File: src/rtl/pc_fetch_pkg.sv
// pc_fetch_pkg: shared constants, FSM state codes and address helpers for the
// fetch sequencer and its PC register.
package pc_fetch_pkg;

    localparam logic [31:0] NOP_INSTR = 32'h0000_0013;
    localparam logic [31:0] PC_STEP   = 32'd4;

    typedef logic [2:0] state_t;

    localparam state_t ST_BOOT  = 3'd0;
    localparam state_t ST_REQ   = 3'd1;
    localparam state_t ST_WAIT  = 3'd2;
    localparam state_t ST_HOLD  = 3'd3;
    localparam state_t ST_DRAIN = 3'd4;
    localparam state_t ST_FAULT = 3'd5;

    // Clear the byte-offset bits so the address points at a whole word.
    function automatic logic [31:0] align_word(input logic [31:0] addr);
        return addr & 32'hFFFF_FFFC;
    endfunction

endpackage

File: src/rtl/pc_next_reg.sv
// pc_next_reg: next-PC selection (redirect target over sequential +4) and the
// program counter register itself.
module pc_next_reg
    import pc_fetch_pkg::*;
#(
    parameter logic [31:0] RESET_PC = 32'h0000_0000
) (
    input  logic        clk,
    input  logic        rst,
    input  logic        redirect_en,
    input  logic [31:0] redirect_pc,
    input  logic        step_en,
    output logic [31:0] pc
);

    logic [31:0] pc_r;
    logic [31:0] pc_next_s;

    // Redirect always beats the sequential step; +4 wraps modulo 2^32.
    always_comb begin
        pc_next_s = pc_r;
        if (redirect_en) begin
            pc_next_s = redirect_pc;
        end else if (step_en) begin
            pc_next_s = pc_r + PC_STEP;
        end else begin
            pc_next_s = pc_r;
        end
    end

    // Program counter register, cleared asynchronously to the boot address.
    always_ff @(posedge clk or posedge rst) begin
        if (rst) begin
            pc_r <= RESET_PC;
        end else begin
            pc_r <= pc_next_s;
        end
    end

    assign pc = pc_r;

endmodule

File: src/rtl/pc_fetch_sequencer.sv
// pc_fetch_sequencer: owns the fetch PC, issues one instruction-memory read at a
// time and hands each fetched word to decode through a valid/ready handshake.
// Build macro PC_FETCH_MISALIGN_TRAP_EN: a redirect with a non-word-aligned
// target traps into a sticky FAULT state; without it the target is aligned.
module pc_fetch_sequencer
    import pc_fetch_pkg::*;
#(
    parameter logic [31:0] RESET_PC = 32'h0000_0000
) (
    input  logic        clk_i,
    input  logic        rst_i,
    input  logic        redirect_i,
    input  logic [31:0] redirect_pc_i,
    output logic        imem_req_o,
    output logic [31:0] imem_addr_o,
    input  logic        imem_gnt_i,
    input  logic        imem_rvalid_i,
    input  logic [31:0] imem_rdata_i,
    output logic        if_valid_o,
    input  logic        if_ready_i,
    output logic [31:0] if_instr_o,
    output logic [31:0] if_pc_o,
    output logic [31:0] pc_o,
    output logic        fault_o
);

    state_t      state_r;
    state_t      state_next_s;
    logic        redir_en_s;
    logic        step_en_s;
    logic        capture_s;
    logic        misalign_s;
    logic [31:0] redir_target_s;
    logic [31:0] pc_s;
    logic        req_r;
    logic        valid_r;
    logic [31:0] instr_r;
    logic [31:0] ipc_r;

    // Classify the redirect target: either trap on misalignment or align it.
    always_comb begin
`ifdef PC_FETCH_MISALIGN_TRAP_EN
        misalign_s     = redirect_i & (redirect_pc_i[1:0] != 2'b00);
        redir_target_s = redirect_pc_i;
`else
        misalign_s     = 1'b0;
        redir_target_s = align_word(redirect_pc_i);
`endif
    end

    // Next-state and PC-control decode; only WAIT/DRAIN look at rvalid.
    always_comb begin
        state_next_s = state_r;
        redir_en_s   = 1'b0;
        step_en_s    = 1'b0;
        capture_s    = 1'b0;
        case (state_r)
            ST_BOOT: begin
                redir_en_s   = redirect_i;
                state_next_s = ST_REQ;
            end
            ST_REQ: begin
                redir_en_s = redirect_i;
                if (imem_gnt_i) begin
                    // A redirect racing the grant leaves a stale response to drop.
                    state_next_s = redirect_i ? ST_DRAIN : ST_WAIT;
                end else begin
                    state_next_s = ST_REQ;
                end
            end
            ST_WAIT: begin
                redir_en_s = redirect_i;
                if (imem_rvalid_i) begin
                    if (redirect_i) begin
                        state_next_s = ST_REQ;
                    end else begin
                        capture_s    = 1'b1;
                        step_en_s    = 1'b1;
                        state_next_s = ST_HOLD;
                    end
                end else if (redirect_i) begin
                    state_next_s = ST_DRAIN;
                end else begin
                    state_next_s = ST_WAIT;
                end
            end
            ST_HOLD: begin
                redir_en_s = redirect_i;
                if (redirect_i || if_ready_i) begin
                    state_next_s = ST_REQ;
                end else begin
                    state_next_s = ST_HOLD;
                end
            end
            ST_DRAIN: begin
                redir_en_s = redirect_i;
                if (imem_rvalid_i) begin
                    state_next_s = ST_REQ;
                end else begin
                    state_next_s = ST_DRAIN;
                end
            end
`ifdef PC_FETCH_MISALIGN_TRAP_EN
            ST_FAULT: begin
                state_next_s = ST_FAULT;
            end
`endif
            default: begin
                state_next_s = ST_BOOT;
            end
        endcase
        // A misaligned redirect overrides everything and freezes the PC.
        if (misalign_s && (state_r != ST_FAULT)) begin
            state_next_s = ST_FAULT;
            redir_en_s   = 1'b0;
            step_en_s    = 1'b0;
            capture_s    = 1'b0;
        end else begin
            state_next_s = state_next_s;
        end
    end

    pc_next_reg #(
        .RESET_PC(RESET_PC)
    ) u_pc_next_reg (
        .clk        (clk_i),
        .rst        (rst_i),
        .redirect_en(redir_en_s),
        .redirect_pc(redir_target_s),
        .step_en    (step_en_s),
        .pc         (pc_s)
    );

    // FSM state plus registered request/valid flags and the held instruction.
    always_ff @(posedge clk_i or posedge rst_i) begin
        if (rst_i) begin
            state_r <= ST_BOOT;
            req_r   <= 1'b0;
            valid_r <= 1'b0;
            instr_r <= NOP_INSTR;
            ipc_r   <= 32'h0000_0000;
        end else begin
            state_r <= state_next_s;
            req_r   <= (state_next_s == ST_REQ);
            valid_r <= (state_next_s == ST_HOLD);
            if (capture_s) begin
                instr_r <= imem_rdata_i;
                ipc_r   <= pc_s;
            end else begin
                instr_r <= instr_r;
                ipc_r   <= ipc_r;
            end
        end
    end

`ifdef PC_FETCH_MISALIGN_TRAP_EN
    logic fault_r;

    // Sticky fault flag, cleared only by reset.
    always_ff @(posedge clk_i or posedge rst_i) begin
        if (rst_i) begin
            fault_r <= 1'b0;
        end else begin
            fault_r <= (state_next_s == ST_FAULT);
        end
    end

    assign fault_o = fault_r;
`else
    assign fault_o = 1'b0;
`endif

    assign imem_req_o  = req_r;
    assign imem_addr_o = pc_s;
    assign pc_o        = pc_s;
    assign if_valid_o  = valid_r;
    assign if_instr_o  = instr_r;
    assign if_pc_o     = ipc_r;

endmodule

File: config.mk
export PLATFORM = sky130hd
export DESIGN_NAME = pc_fetch_sequencer
export DESIGN_NICKNAME = d
export VERILOG_FILES = /design/src/rtl/pc_fetch_pkg.sv /design/src/rtl/pc_next_reg.sv /design/src/rtl/pc_fetch_sequencer.sv
export SDC_FILE = /design/constraint.sdc
export NUM_CORES = 1
export LEC_CHECK = 0
export CAP_MARGIN = 30
export CELL_PAD_IN_SITES_DETAIL_PLACEMENT = 1
export CELL_PAD_IN_SITES_GLOBAL_PLACEMENT = 2
export CORE_MARGIN = 4
export CORE_UTILIZATION = 24
export CTS_CLUSTER_SIZE = 16
export DETAILED_ROUTE_END_ITERATION = 8
export PLACE_DENSITY = 0.83
export SLEW_MARGIN = 20
export SYNTH_ARGS = -nofsm -noshare
export SYNTH_HDL_FRONTEND = slang
export SYNTH_HIERARCHICAL = 1
export SYNTH_SLANG_ARGS = --single-unit
File: constraint.sdc
create_clock -name clk_i -period 2.4 [get_ports clk_i]
set_clock_uncertainty 0.1 [all_clocks]
set_input_delay 0.36 -clock clk_i [delete_from_list [all_inputs] [get_ports clk_i]]
set_output_delay 0.36 -clock clk_i [all_outputs]
set_load 0.01 [all_outputs]
==> impl_metrics.env <==
export IMPL_synth_cell_area_mm2=0.00492
export IMPL_cp_data_required_time_ns=2.57
export IMPL_synth_edf_count=0
export IMPL_post_dp_cell_area_mm2=0.00709
export IMPL_synthAdderAreaFrac_pct=0.255
export IMPL_cts_buffer_depth=2
export IMPL_antenna_found_initial=0
export IMPL_die_y_um=151
export IMPL_ios=201
export IMPL_drc_errors=0
export IMPL_synth_avg_cell_area_um2=12.4
export IMPL_slowest_delay_ns=0.57
export IMPL_clk_latency_ns=0.35
export IMPL_p_seq_share_pct=37.3
export IMPL_drt_initial_drc_count=118
export IMPL_synth_mux_area_share_pct=19.1
export IMPL_hold_ws_ns=0.359
export IMPL_start_util_pct=24.4
export IMPL_synth_cell_type_count=50
export IMPL_slew_viol_final=0
export IMPL_hp_class="primary input to asynchronous set/reset pin"
export IMPL_wire_per_inst_um=18.0
export IMPL_gp_congestion=0.745
export IMPL_powerDensity_mw_per_mm2=995
export IMPL_drt_pass1_iterations=4
export IMPL_grt_pass1_wl_um=24200
export IMPL_grt_pass1_vias=4374
export IMPL_worstPathMaxFanout=6
export IMPL_cp_cell_sequence="clkdlybuf4s50_1 > nor2_1 > nand4b_1 > inv_2 > and3_4 > nand4_4 > or4_1 > a31oi_2"
export IMPL_clk_pin_slew_worst_paths_ns=0.07
export IMPL_arrival_ns=2.48
export IMPL_grt_max_degree=36
export IMPL_synthFlopType="dfrtp_1"
export IMPL_path_buf_inv=2
export IMPL_ys_warn_count=6
export IMPL_yosys_area_share_simple_pct=11.9
export IMPL_portBuffers=197
export IMPL_power_clock_fraction_pct=19.5
export IMPL_grt_overflow=0
export IMPL_rows=52
export IMPL_fin_util_pct=36.7
export IMPL_die_area_mm2=0.0228
export IMPL_outcome="completed"
export IMPL_finalCritPeriodShare_pct=96.1
export IMPL_p_leak_nw=3.26
export IMPL_rsz0062_at_grt="no"
export IMPL_swShare_pct=31.6
export IMPL_drv_cap=0
export IMPL_start_kind="primary input"
export IMPL_htreeDepth=3
export IMPL_cts_root_buf="clkbuf_16"
export IMPL_critPathTopFamily="simple AND/OR/NAND/NOR gates"
export IMPL_drt_wl_total_um=15500
export IMPL_setup_viol=0
export IMPL_slew_headroom_pct=54.5
export IMPL_synth_compound_area_share_pct=6.52
export IMPL_worst_slew_pin_slew_ns=0.683
export IMPL_cts_made_buffers=9
export IMPL_hpwl_um=11800
export IMPL_finalHoldViolations=0
export IMPL_comb_power_share_pct=43.2
export IMPL_final_cell_area_mm2=0.00741
export IMPL_synth_seq_cells=101
export IMPL_p_int_mw=5.04
export IMPL_cts_tree="built"
export IMPL_synth_cells=396
export IMPL_timing_final_crit_period_ns=2.31
export IMPL_max_freq_mhz=434
export IMPL_clock_sinks=101
export IMPL_synth_xor_xnor_area_share_pct=2.14
export IMPL_p_sw_mw=2.33
export IMPL_yosysSeqAreaShare_pct=51.5
export IMPL_critPathKind="primary input to flop"
export IMPL_synth_top_family_by_area="multiplexers"
export IMPL_vias_per_cell=4.49
export IMPL_drive_above_1_share_pct=20.0
export IMPL_slowest_stage="or4_1"
export IMPL_syn2layout_area_growth_pct=50.7
export IMPL_ir_drop_mv=0.365
export IMPL_synthArstFlopShare_pct=100
export IMPL_cp_end_kind="flop"
export IMPL_fin_nets=656
export IMPL_dieWidth_um=151
export IMPL_core_mm2=0.0202
export IMPL_grt_usage_pct=13.6
export IMPL_vias=3867
export IMPL_ant_nets=0
==> timing repair <==
action | 4_1_cts | 5_1_grt
gates cloned | 0 | 1
endpoints found under the setup margin | 1 | 3
hold buffers | 0 | 0
setup buffers | 0 | 1
endpoints found under the hold margin | 0 | 0
resized for setup | 1 | 2
pin swaps | 0 | 0
==> final cells by class <==
type,count,area (um^2)
fillers,2182,12800
flip-flops and latches,101,2530
repair buffers,230,2220
multi-input cells,235,2000
well taps,270,338
clock buffers,12,256
clock inverters,4,31.3
inverters,8,30.0
diodes,1,2.50
==> synth_stat cells, types with 2 or more instances <==
cell | count | area (um^2)
dfrtp_1 | 98 | 2450
mux2_4 | 49 | 736
buf_4 | 37 | 278
nand2_1 | 28 | 105
nand3_1 | 14 | 70.1
o21ai_0 | 14 | 70.1
nor2_1 | 13 | 48.8
mux2_1 | 12 | 135
or4_1 | 11 | 82.6
nand4_1 | 10 | 62.6
a31oi_1 | 9 | 56.3
xor2_1 | 9 | 78.8
o31ai_1 | 8 | 60.1
and4_1 | 7 | 61.3
inv_1 | 7 | 26.3
clkbuf_1 | 6 | 22.5
buf_2 | 5 | 25.0
buf_6 | 5 | 56.3
mux2_2 | 5 | 56.3
and3_1 | 4 | 25.0
nor4_1 | 4 | 25.0
a211o_1 | 3 | 26.3
dfstp_2 | 3 | 78.8
xnor2_1 | 3 | 26.3
a21oi_1 | 2 | 10.0
buf_1 | 2 | 7.51
nand2b_1 | 2 | 12.5
o211ai_1 | 2 | 15.0
o21ai_1 | 2 | 10.0
o31a_1 | 2 | 17.5
==> power by group through the flow <==
| stage | clock network [mW] | registers [mW] | logic, mW |
|---|---|---|---|
| after global routing | 1.57 | 2.86 | 3.40 |
| final | 1.44 | 2.75 | 3.18 |
| after floorplan | 0 | 3.00 | 1.20 |
| after global placement | 0 | 2.74 | 3.15 |
| after CTS | 1.52 | 2.76 | 3.23 |
| after detailed placement | 0 | 2.80 | 3.21 |
==> per-layer routing <==
metal	vias to the layer above	share of wire (%)	track usage [%]	wire length [um]
met4	0	1.1	3.31	167
met3	12	8.1	4.94	1250
met5	-	0	0	0
li1	1764	-	-	-
met1	1959	41	15.5	6330
met2	132	50	24.3	7770
==> logic make-up (layout without fill, tap and decap cells) <==
family                   count (synthesis)  in the layout
AND/OR/NAND/NOR                        103            104
AO/OA/AOI/OAI                           48             48
flip-flops                             101            101
multiplexers                            67             67
XOR/XNOR                                12             12
other                                    1              4
adder cells (fa/ha/maj)                  1              1
buffers and inverters                   63            254
==> sequential cells by signal (all words and copies together), names as in the netlist <==
name,count
if_pc_o,32
imem_req_o,1
u_pc_next_reg/pc,32
if_instr_o,32
state_r,3
if_valid_o,1
==> tightest hold or removal path, cell delays in order <==
cell             delay (ns)
clkdlybuf4s50_1        0.43
inv_2                  0.06
buf_4                  0.39
==> per-stage QoR <==
step | TNS, ns | instances | total power [mW] | setup slack, ns
after floorplan | 0 | 398 | 4.20 | 0.0448
after global placement | -2.32 | 842 | 5.89 | -0.297
after detailed placement | -2.92 | 842 | 6.01 | -0.377
after CTS | 0 | 858 | 7.52 | 0.0712
after global routing | 0 | 860 | 7.84 | 0.0101
final | 0 | 861 | 7.37 | 0.0945
==> layout by cell type (no fill, tap or decap), types with 11 or more instances in the layout <==
cell             instances
clkdlybuf4s50_1        197
dfrtp_1                 98
mux2_4                  49
buf_4                   33
nand2_1                 28
o21ai_0                 14
nand3_1                 14
nor2_1                  13
mux2_1                  12
or4_1                   11
==> worst paths after layout <==
path	start	to	slack, ns	cells past startpoint
max	redirect_i	u_pc_next_reg/pc[24]	0.09	8
max reg2reg	u_pc_next_reg/pc[5]	u_pc_next_reg/pc[31]	0.15	4
min reg2reg	if_pc_o[9]	if_pc_o[9]	0.39	1
min	rst_i	if_pc_o[15]	0.36	3
min in group clk_i	if_pc_o[9]	if_pc_o[9]	0.39	1
max in group asynchronous	rst_i	if_instr_o[0]	1.46	3
Note: power is estimated with default switching activity, not from simulation.
